[config.mk]
export PLATFORM = sky130hd
export DESIGN_NAME = compound_accumulator
export DESIGN_NICKNAME = d
export VERILOG_FILES = /design/src/rtl/compound_accumulator.sv
export SDC_FILE = /design/constraint.sdc
export NUM_CORES = 1
export LEC_CHECK = 0
export BUFFER_PORTS_ARGS = -buffer_cell sky130_fd_sc_hd__buf_2
export CAP_MARGIN = 20
export CORE_MARGIN = 2
export CORE_UTILIZATION = 33
export CTS_BUF_LIST = sky130_fd_sc_hd__clkbuf_8
export CTS_CLUSTER_DIAMETER = 30
export DETAILED_ROUTE_END_ITERATION = 12
export GPL_TIMING_DRIVEN = 0
export PLACE_DENSITY = 0.53
export RECOVER_POWER = 100
export SYNTH_ARGS = -nofsm -noshare
export SYNTH_HDL_FRONTEND = slang
export SYNTH_SLANG_ARGS = --single-unit
[constraint.sdc]
create_clock -name clk_i -period 4.8 [get_ports clk_i]
set_input_delay 0.48 -clock clk_i [delete_from_list [all_inputs] [get_ports clk_i]]
set_output_delay 0.48 -clock clk_i [all_outputs]
set_load 0.01 [all_outputs]
[src/rtl/compound_accumulator.sv]
// Consumer of the CompoundType stream. b_in_i packs {mode (1 = write, 0 = read), x[31:0] signed, y}.
// Writes fold x into a signed accumulator. Reads, and writes with y set, emit the accumulator on a valid/ready port.
module compound_accumulator #(
  parameter bit SATURATE  = 1'b0,
  parameter int CNT_WIDTH = 16
) (
  input  logic                 clk_i,
  input  logic                 rst_i,
  input  logic [33:0]          b_in_i,
  input  logic                 b_in_sync_i,
  output logic                 b_in_notify_o,
  output logic [31:0]          res_out_o,
  input  logic                 res_out_sync_i,
  output logic                 res_out_notify_o,
  output logic [31:0]          acc_status_o,
  output logic [CNT_WIDTH-1:0] txn_count_o
);

  typedef enum logic {
    S_RECV = 1'b0,
    S_SEND = 1'b1
  } state_t;

  state_t               state_q, state_d;
  logic [31:0]          acc_q, acc_d;
  logic [31:0]          res_q, res_d;
  logic [CNT_WIDTH-1:0] cnt_q, cnt_d;
  logic                 b_rdy_q, b_rdy_d;
  logic                 r_vld_q, r_vld_d;

  logic                 in_write;
  logic [31:0]          in_x;
  logic                 in_y;
  logic [32:0]          sum_ext;
  logic                 sum_ovf;
  logic [31:0]          acc_next;

  assign in_write = b_in_i[33];
  assign in_x     = b_in_i[32:1];
  assign in_y     = b_in_i[0];

  // A 33-bit sign-extended sum exposes signed overflow as a mismatch of the top two bits.
  always_comb begin
    sum_ext  = {acc_q[31], acc_q} + {in_x[31], in_x};
    sum_ovf  = sum_ext[32] ^ sum_ext[31];
    acc_next = sum_ext[31:0];
    if (SATURATE && sum_ovf) begin
      acc_next = sum_ext[32] ? 32'h8000_0000 : 32'h7FFF_FFFF;
    end
  end

  always_comb begin
    state_d = state_q;
    acc_d   = acc_q;
    res_d   = res_q;
    cnt_d   = cnt_q;
    b_rdy_d = b_rdy_q;
    r_vld_d = r_vld_q;
    unique case (state_q)
      S_RECV: begin
        if (b_in_sync_i) begin
          cnt_d = cnt_q + CNT_WIDTH'(1);
          if (in_write) begin
            acc_d = acc_next;
            if (in_y) begin
              res_d   = acc_next;
              state_d = S_SEND;
              b_rdy_d = 1'b0;
              r_vld_d = 1'b1;
            end
          end else begin
            res_d   = acc_q;
            state_d = S_SEND;
            b_rdy_d = 1'b0;
            r_vld_d = 1'b1;
          end
        end
      end
      S_SEND: begin
        // res_q is left untouched so the last result stays visible after the handoff.
        if (res_out_sync_i) begin
          state_d = S_RECV;
          b_rdy_d = 1'b1;
          r_vld_d = 1'b0;
        end
      end
      default: begin
        state_d = S_RECV;
        b_rdy_d = 1'b1;
        r_vld_d = 1'b0;
      end
    endcase
  end

  always_ff @(posedge clk_i) begin
    if (rst_i) begin
      state_q <= S_RECV;
      acc_q   <= '0;
      res_q   <= '0;
      cnt_q   <= '0;
      b_rdy_q <= 1'b1;
      r_vld_q <= 1'b0;
    end else begin
      state_q <= state_d;
      acc_q   <= acc_d;
      res_q   <= res_d;
      cnt_q   <= cnt_d;
      b_rdy_q <= b_rdy_d;
      r_vld_q <= r_vld_d;
    end
  end

  assign b_in_notify_o    = b_rdy_q;
  assign res_out_notify_o = r_vld_q;
  assign res_out_o        = res_q;
  assign acc_status_o     = acc_q;
  assign txn_count_o      = cnt_q;

endmodule

# Word level (Yosys, flattened, before mapping)
# Index checks and enable logic that the tools add are counted.
# op_classes
bitwise	1
n_reduce_logical	4
n_addsub	2
n_eq_ne	4
n_mux	17
# ops
op	count
$mux 32	2
$add 32x32->32	1
$add 16x1->16 const B	1
$mux 1	12
$reduce_and 3->1	3
$ne 2x2->1 const B	3
$pmux 1 s2	3
$ne 3x3->1 const B	1
$reduce_and 2->1	1
$not 1->1	1
# totals
register_bits	83
inputBits	38
out_inout_bits	82

# Logic depth before layout (Yosys ltp)
# logic_depth
word_depth	4
ltp_mapped	10
depth_no_buf	10

# Worst setup path before layout
# Ideal clock, no wire load.
# synth_path
path_kind	input port to flip-flop
start	input b_in_i[8]
end	register res_q[24], in the netlist res_out_o[24]
path_slack_ns	2.070
setup_ns	0.112
n_path_buf	1
path_stages	10
arrival_time_ns	2.618
cell_sequence	ha_1 buf_4 a211o_1 a211oi_1 a21boi_1 o21ai_2 a41oi_4 o21bai_2 xnor2_1 a2111oi_1
# synth_via
elab_chain_cells	3
# synth_rtl
item	line_no	source
start: declaration	9	input logic [33:0] b_in_i,
$add 32x32->32	44	sum_ext = {acc_q[31], acc_q} + {in_x[31], in_x};
$mux 32	65	if (in_y) begin
$mux 32	63	if (in_write) begin
end signal: assignment	106	res_q <= res_d;
end: declaration	26	logic [31:0] res_q, res_d;
# No other way between the ends. The select of a mux whose other input is x is not followed.
# A chain may end at the register's enable or synchronous reset.

# Final worst setup path
# layout_path
start	register acc_q[7], in the netlist acc_status_o[7]
end	register res_q[28], in the netlist res_out_o[28]
# layout_via
elab_chain_cells	3
# layout_rtl
item	line_no	source
start: declaration	25	logic [31:0] acc_q, acc_d;
start signal: assignment	98	acc_q <= '0;
start signal: assignment	105	acc_q <= acc_d;
$add 32x32->32	44	
$mux 32	65	
$mux 32	63	
# No other way between the ends. The select of a mux whose other input is x is not followed.

==> impl_results.md <==
* H-tree Lvls at 3
* Initial Util at 0.3337
* Most used DFF post-synth: dfxtp_1
* Clock tree buffer depth at 2
* Die H at 127.3 um
* Final setup TNS at 0 ns
* Hold Fails Final Rpt at 0
* Hold path depth at 3
* Port Buffers at 118
* Worst skew pair latency at 0.38 ns
* Final Net Count at 850
* Cells after synthesis at 650
* Outcome: completed
* Setup bufs post-CTS at 0
* Critical Path RT at 5.06 ns
* Via count at 5,177
* Synthesized cell area at 0.005017 mm^2
* Tightest Pin Transition at 1.045 ns
* Worst min-delay path endpoint: b_in_notify_o
* Crit Reg-Reg Startpoint: acc_status_o[7]
* Total grt overflow at 0
* Seq cells post-synth at 83
* Cts hold-fix bufs at 0
* Global-route wire length before repair at 25,800 um
* Worst R2R Setup Slack at 1.21 ns
* CTS root buf: clkbuf_8
* Hold Crit Class: in -> reg
* Reg2reg path depth at 10
* Worst vdd ir at 0.0001606 V
* Max_slew headroom at 0.2961
* Cell Rows at 45
* IO Count at 120
* R2R Path End: res_out_o[28]
* YS warnings at 0
* CP bufs+invs at 1
* Period utilisation layout at 0.7470
* Max-cap viol count at 0
* CP endpoint kind: flip-flop
* Type of the worst setup path: reg -> reg
* Register area share after synthesis at 0.3312
* Clk sinks at 83
* DP Area at 0.005843 mm^2
* Vias in the first global route at 4,991
* Leakage at 2.300 nW
* Overall global routing resource usage at 0.2025
* Fmax achieved at 278.9 MHz
* Clk pin slew, worst setup/hold paths at 0.09 ns
* Die extent in x at 127.3 um
* Largest net degree at the start of global routing at 14
* Async SR Flop Fraction at 0
* Layout cell share with drive strength beyond 1 at 0.06641
* WL final at 16,480 um
* CP top delay family: compound AO/OA/AOI/OAI gates
* Clock Skew at 0.01289 ns
* Syn_area_per_cell at 7.719 um^2
* Critical path startpoint category: flip-flop
* Unrepaired setup endpoints after global routing: false
* Die area at 0.01621 mm^2
* Hold path start: res_out_sync_i
* Post-synth EDFFs at 0
* Post-Layout Cell Count at 971
* Setup Viol. Count Final at 0
* GPL Wtd Cong at 0.9181
* Post-DR vias/cell at 5.332
* Arr. time, crit path at 3.84 ns
* CTS tree: built
* Worst path slowest cell: a41oi_1
* Residual DRC count at 0
* Post-DRT Antenna Nets at 0
* Pwr/cell area at 315.2 mW/mm^2
* Slowest Stage Delay on Critical Path at 0.50 ns
* DP HPWL at 12,550 um
* Core Box Area at 0.01503 mm^2
* Total power at 1.867 mW
* 1st-iter DRT viols at 282
* Layout area overhead at 18.03%
* Tmin final at 3.585 ns
* Post-CTS resize count at 0
* Initial antenna violation count at 0
* Placed Cells at 956
* Netlist cell types at 57
* DR WL/cell at 16.97 um
* Count of pins over their slew limit at 0
* Post-route design area at 0.005922 mm^2
* Number of inserted diodes at 0
* Num CTS Buffers at 9
* Syn_nets at 721
* Crit Path Max Fanout at 7
* CP cell instances: ha_1 -> clkbuf_1 -> a211o_1 -> a211oi_1 -> a21boi_0 -> o21ai_0 -> a41oi_1 -> o31ai_1 -> xnor2_1 -> a2111oi_0
* Pre-antenna DRT Iters at 5
==> power breakdown <==
part	internal [mW]	switching, mW	leakage, nW	total, mW
combinational	0.168	0.300	1.50	0.468
sequential	0.734	0.0405	0.679	0.775
clock	0.356	0.268	0.124	0.624
==> synth_stat cells (3+ instances only) <==
cell       n  share of area
nand4_1    8          0.010
o21ai_0   35          0.035
o21bai_1   6         0.0090
buf_1      3         0.0022
and4_1     4         0.0070
dfxtp_1   83           0.33
clkbuf_1  31          0.023
ha_1      32          0.080
xor2_1    14          0.024
a211oi_1  15          0.022
nor2_1    65          0.049
nand2b_1   4         0.0050
o211ai_1   5         0.0075
a31oi_1    5         0.0062
nor2b_1    3         0.0037
nand2_1   96          0.072
xnor2_1   28          0.049
nor3_1    11          0.011
nor3b_1    3         0.0045
inv_1     14          0.010
o21a_1     3         0.0045
mux2i_1   12          0.024
o31ai_1    6         0.0090
nand3_1   24          0.024
a21o_1     7          0.010
a21oi_1   87          0.087
a41oi_1    3         0.0052
nor4_1     5         0.0062
==> worst reg2reg max path: stages, from the launching register on <==
cell and delay, ns:
dfxtp_1 0.46, ha_1 0.28, clkbuf_1 0.17, a211o_1 0.34, a211oi_1 0.20, a21boi_0 0.47
o21ai_0 0.24, a41oi_1 0.50, o31ai_1 0.25, xnor2_1 0.17, a2111oi_0 0.38
==> metrics by stage <==
stage / hold slack [ns] / util / setup WS (ns)
6_report: 0.3706 / 0.3939 / 1.215
5_1_grt: 0.3906 / 0.3939 / 0.9657
4_1_cts: 0.3493 / 0.4047 / 1.734
3_5_place_dp: 0.4756 / 0.3887 / 1.541
3_3_place_gp: 0.4653 / 0.3887 / 1.558
2_1_floorplan: 0.4709 / - / 2.070
==> cells in the final DEF (no fill, tap or decap), drive strengths merged, types with 14 or more instances in the layout <==
cell type    n
clkbuf     126
nand2       97
xor2        14
inv         15
nand3       24
xnor2       28
a211oi      15
buf         39
dfxtp       83
a21oi       87
nor2        65
ha          32
o21ai       38
==> cell families (layout without fill, tap and decap cells) <==
group           count (synthesis)  in the layout  share of synthesized area
mux                            12             12                    0.02394
compound gates                193            193                     0.2384
buf+inv                        52            185                    0.04065
fa+ha+maj                      33             33                    0.08379
simple gates                  235            235                     0.2087
flops                          83             83                     0.3312
xor+xnor                       42             42                    0.07332
==> layout make-up <==
cell class | count | area [um^2]
Fill cell | 1642 | 9111
Multi-Input combinational cell | 515 | 3099
Sequential cell | 83 | 1662
Timing Repair Buffer | 118 | 486.7
Tap cell | 188 | 235.2
Buffer | 37 | 142.6
Clock buffer | 10 | 137.6
Clock inverter | 5 | 102.6
Inverter | 15 | 56.30
==> layer usage <==
layer / track usage / vias to the layer above / wire, um / part of all wire
li1: - / 2573 / - / -
met1: 0.2822 / 2396 / 7840 / 0.48
met2: 0.3205 / 186 / 7302 / 0.44
met3: 0.03434 / 22 / 1095 / 0.066
met4: 0.06335 / 0 / 239 / 0.015
met5: 0 / - / 0 / 0
==> worst max path at each step <==
stage | endpoint | cells past startpoint | from | slack, ns
floorplan | res_out_o[24] | 10 | b_in_i[8] | 2.07
global placement | res_out_o[24] | 11 | b_in_i[1] | 1.56
detailed placement | res_out_o[24] | 11 | b_in_i[1] | 1.54
CTS | res_out_o[24] | 10 | acc_status_o[7] | 1.73
global route | res_out_o[28] | 10 | acc_status_o[7] | 0.97
finish | res_out_o[28] | 10 | acc_status_o[7] | 1.21
==> sequential cells by signal, indices dropped and copies added, names as in the netlist <==
name	count
res_out_o	32
state_q	1
b_in_notify_o	1
acc_status_o	32
res_out_notify_o	1
txn_count_o	16
Power figures use the tool's default switching activity.
